`config.mk`:
```
export PLATFORM = sky130hd
export DESIGN_NAME = vga_sync_gen_flat
export DESIGN_NICKNAME = d
export VERILOG_FILES = /design/src/rtl/vga_sync_gen_pkg.sv /design/src/rtl/vga_sync_gen_if.sv /design/src/rtl/vga_sync_gen_pixel_tick.sv /design/src/rtl/vga_sync_gen.sv /design/src/flat_wrapper.sv
export SDC_FILE = /design/constraint.sdc
export NUM_CORES = 1
export LEC_CHECK = 0
export BUFFER_PORTS_ARGS = -buffer_cell sky130_fd_sc_hd__clkbuf_2
export CORE_ASPECT_RATIO = 1.25
export CORE_MARGIN = 2
export CORE_UTILIZATION = 55
export CTS_CLUSTER_DIAMETER = 150
export DETAILED_ROUTE_END_ITERATION = 8
export PLACE_DENSITY = 0.79
export SYNTH_ARGS = -nofsm -noshare
export SYNTH_HDL_FRONTEND = slang
export SYNTH_HIERARCHICAL = 1
export SYNTH_SLANG_ARGS = --single-unit
```
`constraint.sdc`:
```
create_clock -name clk -period 2.5 [get_ports clk]
set_input_delay 0.375 -clock clk [delete_from_list [all_inputs] [get_ports clk]]
set_output_delay 0.375 -clock clk [all_outputs]
set_load 0.005 [all_outputs]
```
`src/rtl/vga_sync_gen_pkg.sv`:
```
// vga_pkg: default 640x480@60 timing constants, total-count helpers and the 10-bit coord_t
package vga_pkg;
  typedef logic [9:0] coord_t;
  localparam int DEF_CLK_DIV  = 2;
  localparam int DEF_H_ACTIVE = 640;
  localparam int DEF_H_FP     = 16;
  localparam int DEF_H_SYNC   = 96;
  localparam int DEF_H_BP     = 48;
  localparam int DEF_V_ACTIVE = 480;
  localparam int DEF_V_FP     = 10;
  localparam int DEF_V_SYNC   = 2;
  localparam int DEF_V_BP     = 33;
  function automatic int h_total(input int active, input int fp, input int sync, input int bp);
    return active + fp + sync + bp;
  endfunction
  function automatic int v_total(input int active, input int fp, input int sync, input int bp);
    return active + fp + sync + bp;
  endfunction
endpackage

```
`src/rtl/vga_sync_gen_if.sv`:
```
// vga_sync_gen_if: raster bundle (x, y, bright, hsync, vsync, pixel_en, frame_tick); master drives, slave samples
interface vga_sync_gen_if;
  import vga_pkg::*;
  coord_t x;
  coord_t y;
  logic   bright;
  logic   hsync;
  logic   vsync;
  logic   pixel_en;
  logic   frame_tick;
  modport master (output x, y, bright, hsync, vsync, pixel_en, frame_tick);
  modport slave  (input  x, y, bright, hsync, vsync, pixel_en, frame_tick);
endinterface

```
`src/rtl/vga_sync_gen_pixel_tick.sv`:
```
// vga_pixel_tick: CLK_DIV clock divider; in clk/reset, out registered pixel_en strobe (first high CLK_DIV clks after reset release)
module vga_pixel_tick #(
  parameter int CLK_DIV = 2
) (
  input  logic clk,
  input  logic reset,
  output logic pixel_en
);
  localparam logic [1:0] DIV_MAX = 2'(CLK_DIV - 1);
  logic [1:0] div_cnt_q, div_cnt_d;
  logic       pixel_en_q, pixel_en_d;
  always_comb begin
    div_cnt_d  = reset ? 2'd0 : (div_cnt_q == DIV_MAX ? 2'd0 : div_cnt_q + 2'd1);
    pixel_en_d = !reset && div_cnt_q == DIV_MAX;
  end
  always_ff @(posedge clk) begin
    div_cnt_q  <= div_cnt_d;
    pixel_en_q <= pixel_en_d;
  end
  assign pixel_en = pixel_en_q;
endmodule

```
`src/rtl/vga_sync_gen.sv`:
```
// vga_sync_gen: VGA raster timing; in clk/reset, out via vga_sync_gen_if.master (x, y, bright, hsync, vsync, pixel_en, frame_tick); VGA_SYNC_DELAY_EN adds one clk of lag on hsync/vsync
module vga_sync_gen
  import vga_pkg::*;
#(
  parameter int CLK_DIV  = DEF_CLK_DIV,
  parameter int H_ACTIVE = DEF_H_ACTIVE,
  parameter int H_FP     = DEF_H_FP,
  parameter int H_SYNC   = DEF_H_SYNC,
  parameter int H_BP     = DEF_H_BP,
  parameter int V_ACTIVE = DEF_V_ACTIVE,
  parameter int V_FP     = DEF_V_FP,
  parameter int V_SYNC   = DEF_V_SYNC,
  parameter int V_BP     = DEF_V_BP
) (
  input  logic              clk,
  input  logic              reset,
  vga_sync_gen_if.master    vga
);
  localparam int     H_TOTAL = h_total(H_ACTIVE, H_FP, H_SYNC, H_BP);
  localparam int     V_TOTAL = v_total(V_ACTIVE, V_FP, V_SYNC, V_BP);
  localparam coord_t X_MAX   = coord_t'(H_TOTAL - 1);
  localparam coord_t Y_MAX   = coord_t'(V_TOTAL - 1);
  localparam coord_t Y_TICK  = coord_t'(V_ACTIVE);
  if (H_TOTAL > 1024 || V_TOTAL > 1024 || CLK_DIV < 1 || CLK_DIV > 4) begin : g_bad_cfg
    $error("vga_sync_gen: totals must fit 10 bits and CLK_DIV must be 1..4");
  end
  logic   pixel_en;
  coord_t x_q, x_d, y_q, y_d;
  logic   bright_q, bright_d, hsync_q, hsync_d, vsync_q, vsync_d, frame_tick_q, frame_tick_d;
  vga_pixel_tick #(.CLK_DIV(CLK_DIV)) u_tick (.clk(clk), .reset(reset), .pixel_en(pixel_en));
  always_comb begin
    x_d          = reset ? '0 : !pixel_en ? x_q : x_q == X_MAX ? '0 : x_q + 10'd1;
    y_d          = reset ? '0 : !(pixel_en && x_q == X_MAX) ? y_q : y_q == Y_MAX ? '0 : y_q + 10'd1;
    bright_d     = !reset && int'(x_d) < H_ACTIVE && int'(y_d) < V_ACTIVE;
    hsync_d      = reset || !(int'(x_d) >= H_ACTIVE + H_FP && int'(x_d) < H_ACTIVE + H_FP + H_SYNC);
    vsync_d      = reset || !(int'(y_d) >= V_ACTIVE + V_FP && int'(y_d) < V_ACTIVE + V_FP + V_SYNC);
    frame_tick_d = !reset && pixel_en && x_d == '0 && y_d == Y_TICK;
  end
  always_ff @(posedge clk) begin
    x_q          <= x_d;
    y_q          <= y_d;
    bright_q     <= bright_d;
    hsync_q      <= hsync_d;
    vsync_q      <= vsync_d;
    frame_tick_q <= frame_tick_d;
  end
`ifdef VGA_SYNC_DELAY_EN
  logic hsync_dly_q, hsync_dly_d, vsync_dly_q, vsync_dly_d;
  always_comb begin
    hsync_dly_d = reset || hsync_q;
    vsync_dly_d = reset || vsync_q;
  end
  always_ff @(posedge clk) begin
    hsync_dly_q <= hsync_dly_d;
    vsync_dly_q <= vsync_dly_d;
  end
  assign vga.hsync = hsync_dly_q;
  assign vga.vsync = vsync_dly_q;
`else
  assign vga.hsync = hsync_q;
  assign vga.vsync = vsync_q;
`endif
  assign vga.x          = x_q;
  assign vga.y          = y_q;
  assign vga.bright     = bright_q;
  assign vga.pixel_en   = pixel_en;
  assign vga.frame_tick = frame_tick_q;
endmodule

```
`src/flat_wrapper.sv`:
```
// flat-port wrapper written by rule: the top's interface ports become plain ports
module vga_sync_gen_flat import vga_pkg::*;
#(
  parameter int CLK_DIV  = DEF_CLK_DIV,
  parameter int H_ACTIVE = DEF_H_ACTIVE,
  parameter int H_FP     = DEF_H_FP,
  parameter int H_SYNC   = DEF_H_SYNC,
  parameter int H_BP     = DEF_H_BP,
  parameter int V_ACTIVE = DEF_V_ACTIVE,
  parameter int V_FP     = DEF_V_FP,
  parameter int V_SYNC   = DEF_V_SYNC,
  parameter int V_BP     = DEF_V_BP
)
  (clk, reset, vga_x, vga_y, vga_bright, vga_hsync, vga_vsync, vga_pixel_en, vga_frame_tick);
  vga_sync_gen_if vga_i ();
  input  logic clk;
  input  logic reset;
  output wire logic [$bits(vga_i.x)-1:0] vga_x;
  output wire logic [$bits(vga_i.y)-1:0] vga_y;
  output wire logic [$bits(vga_i.bright)-1:0] vga_bright;
  output wire logic [$bits(vga_i.hsync)-1:0] vga_hsync;
  output wire logic [$bits(vga_i.vsync)-1:0] vga_vsync;
  output wire logic [$bits(vga_i.pixel_en)-1:0] vga_pixel_en;
  output wire logic [$bits(vga_i.frame_tick)-1:0] vga_frame_tick;
  assign vga_x = vga_i.x;
  assign vga_y = vga_i.y;
  assign vga_bright = vga_i.bright;
  assign vga_hsync = vga_i.hsync;
  assign vga_vsync = vga_i.vsync;
  assign vga_pixel_en = vga_i.pixel_en;
  assign vga_frame_tick = vga_i.frame_tick;
  vga_sync_gen #(.CLK_DIV(CLK_DIV), .H_ACTIVE(H_ACTIVE), .H_FP(H_FP), .H_SYNC(H_SYNC), .H_BP(H_BP), .V_ACTIVE(V_ACTIVE), .V_FP(V_FP), .V_SYNC(V_SYNC), .V_BP(V_BP)) u_core (.clk(clk), .reset(reset), .vga(vga_i));
endmodule
```
==> metrics.yaml <==
async_reset_ff_share_pct: 0
clkSinkCount: 27
endpoint_kind: "register"
pwr_density_cell_mw_per_mm2: 392
hpwl_microns: 2700
setup_tns_ps: 0
critPathSlowestCell: "dfxtp_1"
path_clk_slew_ps: 140
fin_ws_ps: 226
drc: 0
synthTopCellsByArea: "dfxtp_1, nor2_1, xnor2_1, a21oi_1, ha_1"
cts_resized: 0
ys_warn_count: 6
insertion_delay_ps: 320
critPathKind: "reg -> reg"
cts_root_buffer: "clkbuf_4"
syn-cell-area_sq_mm: 0.00156
maxCapViolations: 0
clockBufferDepth: 2
area_delta_synth_final_pct: 10.9
grt_util_met3_pct: 2.37
timing.rr.end: "u_core/vga.frame_tick"
min_to: "u_core/u_tick/div_cnt_q[0]"
grt_pass1_vias: 1359
overflow: 0
yosys.area.top_type: "dfxtp_1"
drtIter0Drc: 48
track_usage_pct: 23.1
final_period_minus_worst_setup_slack_ps: 2270
synthMostInstantiatedCell: "dfxtp_1"
grt_pass1_wl_microns: 5930
grtUsageMet2_pct: 39.9
vias_per_cell: 6.05
detail-route-antenna-nets: 0
ys_ff_latch: 27
peakVddDrop_mv: 0.356
cp_cell_sequence: "ha_1 > and2_1 > and4_1 > nand2_1 > o31ai_2 > nand4_1 > nor4_2"
clock.fmax_mhz: 440
grt_use_met1_pct: 28.0
cpPeakStageDelay_ps: 460
r2r-start: "u_core/vga.x[0]"
setup_viol_count_final: 0
worstPathRequired_ps: 2750
cts_buffers: 3
rsz0062_at_grt: "no"
fin_nets: 216
cellLeakagePower_uw: 0.000684
die_area_sq_mm: 0.00328
die_w_microns: 51.6
n_antenna_cell: 0
dpl_cell_area_sq_mm: 0.00170
pre_cts_slack_ps: 279
core_sq_mm: 0.00268
rows: 21
cp.arrival_ps: 2520
top_usage_layer: "met2"
io-pin-count: 27
avgRoutedWirePerCell_microns: 14.6
vias: 1470
r2r_setup_slack_ps: 230
postSynthNetCount: 193
syn_area_per_cell_sq_um: 8.33
status: "completed"
die_h_microns: 63.5
routabilityCongestion: 0.925
start_util_pct: 58.1
synth_ff_type: "dfxtp_1"
final_cells: 243
ys_types: 48
path_max_fanout: 7
min_path_cells: 1
worstHoldStart: "u_core/u_tick/div_cnt_q[0]"
r2r_cells: 7
h-tree-depth: 1
synth_edf_count: 0
post_cts_buffers: 0
first_pass_iters: 4
final_hold_viol_count: 0
design_area_sq_mm: 0.00173
drive_gt1_share_pct: 20.6
synth_top_area_share_pct: 34.7
io_buffers: 26
dp.cells: 239
routed_wl_microns: 3550
maxSlewHeadroom_pct: 71.5
worst_pin_slew_ps: 428
holdWs_ps: 453
fin_crit_sh_pct: 91.0
min_path_type: "reg -> reg"
synthCells: 187
slew_violations: 0
grt_max_degree: 21
yosys-top-cells-count: "dfxtp_1, nor2_1, nand2_1"
cts_hold_buf: 0
startpoint_type: "register"
cts_tree: "done"
yosysSeqAreaShare_pct: 34.7
fin_skew_ps: 1.77
antenna_found_initial: 0
state kept, by name, summed over array words and instances (netlist names):
signal                   cells
u_core/vga.x                10
u_core/u_tick/div_cnt_q      2
u_core/vga.hsync             1
u_core/vga.y                10
u_core/vga.frame_tick        1
u_core/u_tick/pixel_en       1
u_core/vga.bright            1
u_core/vga.vsync             1
worst max-delay path by stage:
| stage | startpoint | end | slack [ps] | cells past startpoint |
|---|---|---|---|---|
| CTS | u_core/vga.x[0] | u_core/vga.frame_tick | 270 | 7 |
| global route | u_core/vga.x[0] | u_core/vga.frame_tick | 40 | 7 |
| global placement | u_core/vga.x[0] | u_core/vga.vsync | 340 | 7 |
| finish | u_core/vga.x[0] | u_core/vga.frame_tick | 230 | 7 |
| floorplan | u_core/vga.x[0] | u_core/vga.vsync | 440 | 8 |
| detailed placement | u_core/vga.x[0] | u_core/vga.vsync | 280 | 7 |
per-stage QoR:
stage,power (uW),utilization (%)
floorplan,489,-
global placement,501,63.4
detailed placement,503,63.4
CTS,685,64.5
global route,711,64.5
finish,677,64.5
cells by family after synthesis:
logic type | Yosys count | synth area share, %
compound gates | 39 | 17.0
flops | 27 | 34.7
simple gates | 84 | 30.8
xor+xnor | 12 | 6.75
buf+inv | 18 | 5.54
fa+ha+maj | 4 | 3.21
mux | 3 | 1.93
power by group:
part	internal (uW)	switching [uW]	total (uW)	leakage [uW]
logic	20.9	23.5	44.4	0.000448
clock network	59.9	123	183	0.0000177
registers	440	9.80	450	0.000219
total	521	156	677	0.000684
metal layers:
metal / vias up / share of wire, %
met4: 0 / 2.2
met3: 11 / 4.6
met2: 61 / 51
met1: 675 / 42
met5: - / 0
li1: 723 / -
worst max-delay path: cells and delay by family (launching register included):
family	cells	cell delay (ps)
DFF	1	460
AOI/OAI and AO/OA	1	360
and+or+nand+nor	5	1160
adders and majority gates	1	220
layout by cell type, fill, tap and decap left out, drive strengths merged, types with 2 or more instances in the layout:
cell,n
nor2b,5
and3,4
o21ai,8
and4,5
a21oi,11
o2111ai,2
ha,4
a21o,2
nand4,5
and2,2
inv,5
mux2i,3
or3,5
a31oi,4
dfxtp,27
xnor2,7
clkbuf,29
nand3,10
nor4b,2
nor2,22
nor3,5
xor2,5
nand2,13
buf,5
area by class of cell:
| cell class | count | area [sq um] |
|---|---|---|
| Sequential cell | 27 | 541 |
| Clock buffer | 3 | 22.5 |
| Timing Repair Buffer | 31 | 168 |
| Multi-Input combinational cell | 142 | 931 |
| Tap cell | 34 | 42.5 |
| Fill cell | 254 | 952 |
| Clock inverter | 1 | 5.00 |
| Inverter | 5 | 18.8 |
(Power assumes the default switching activity.)
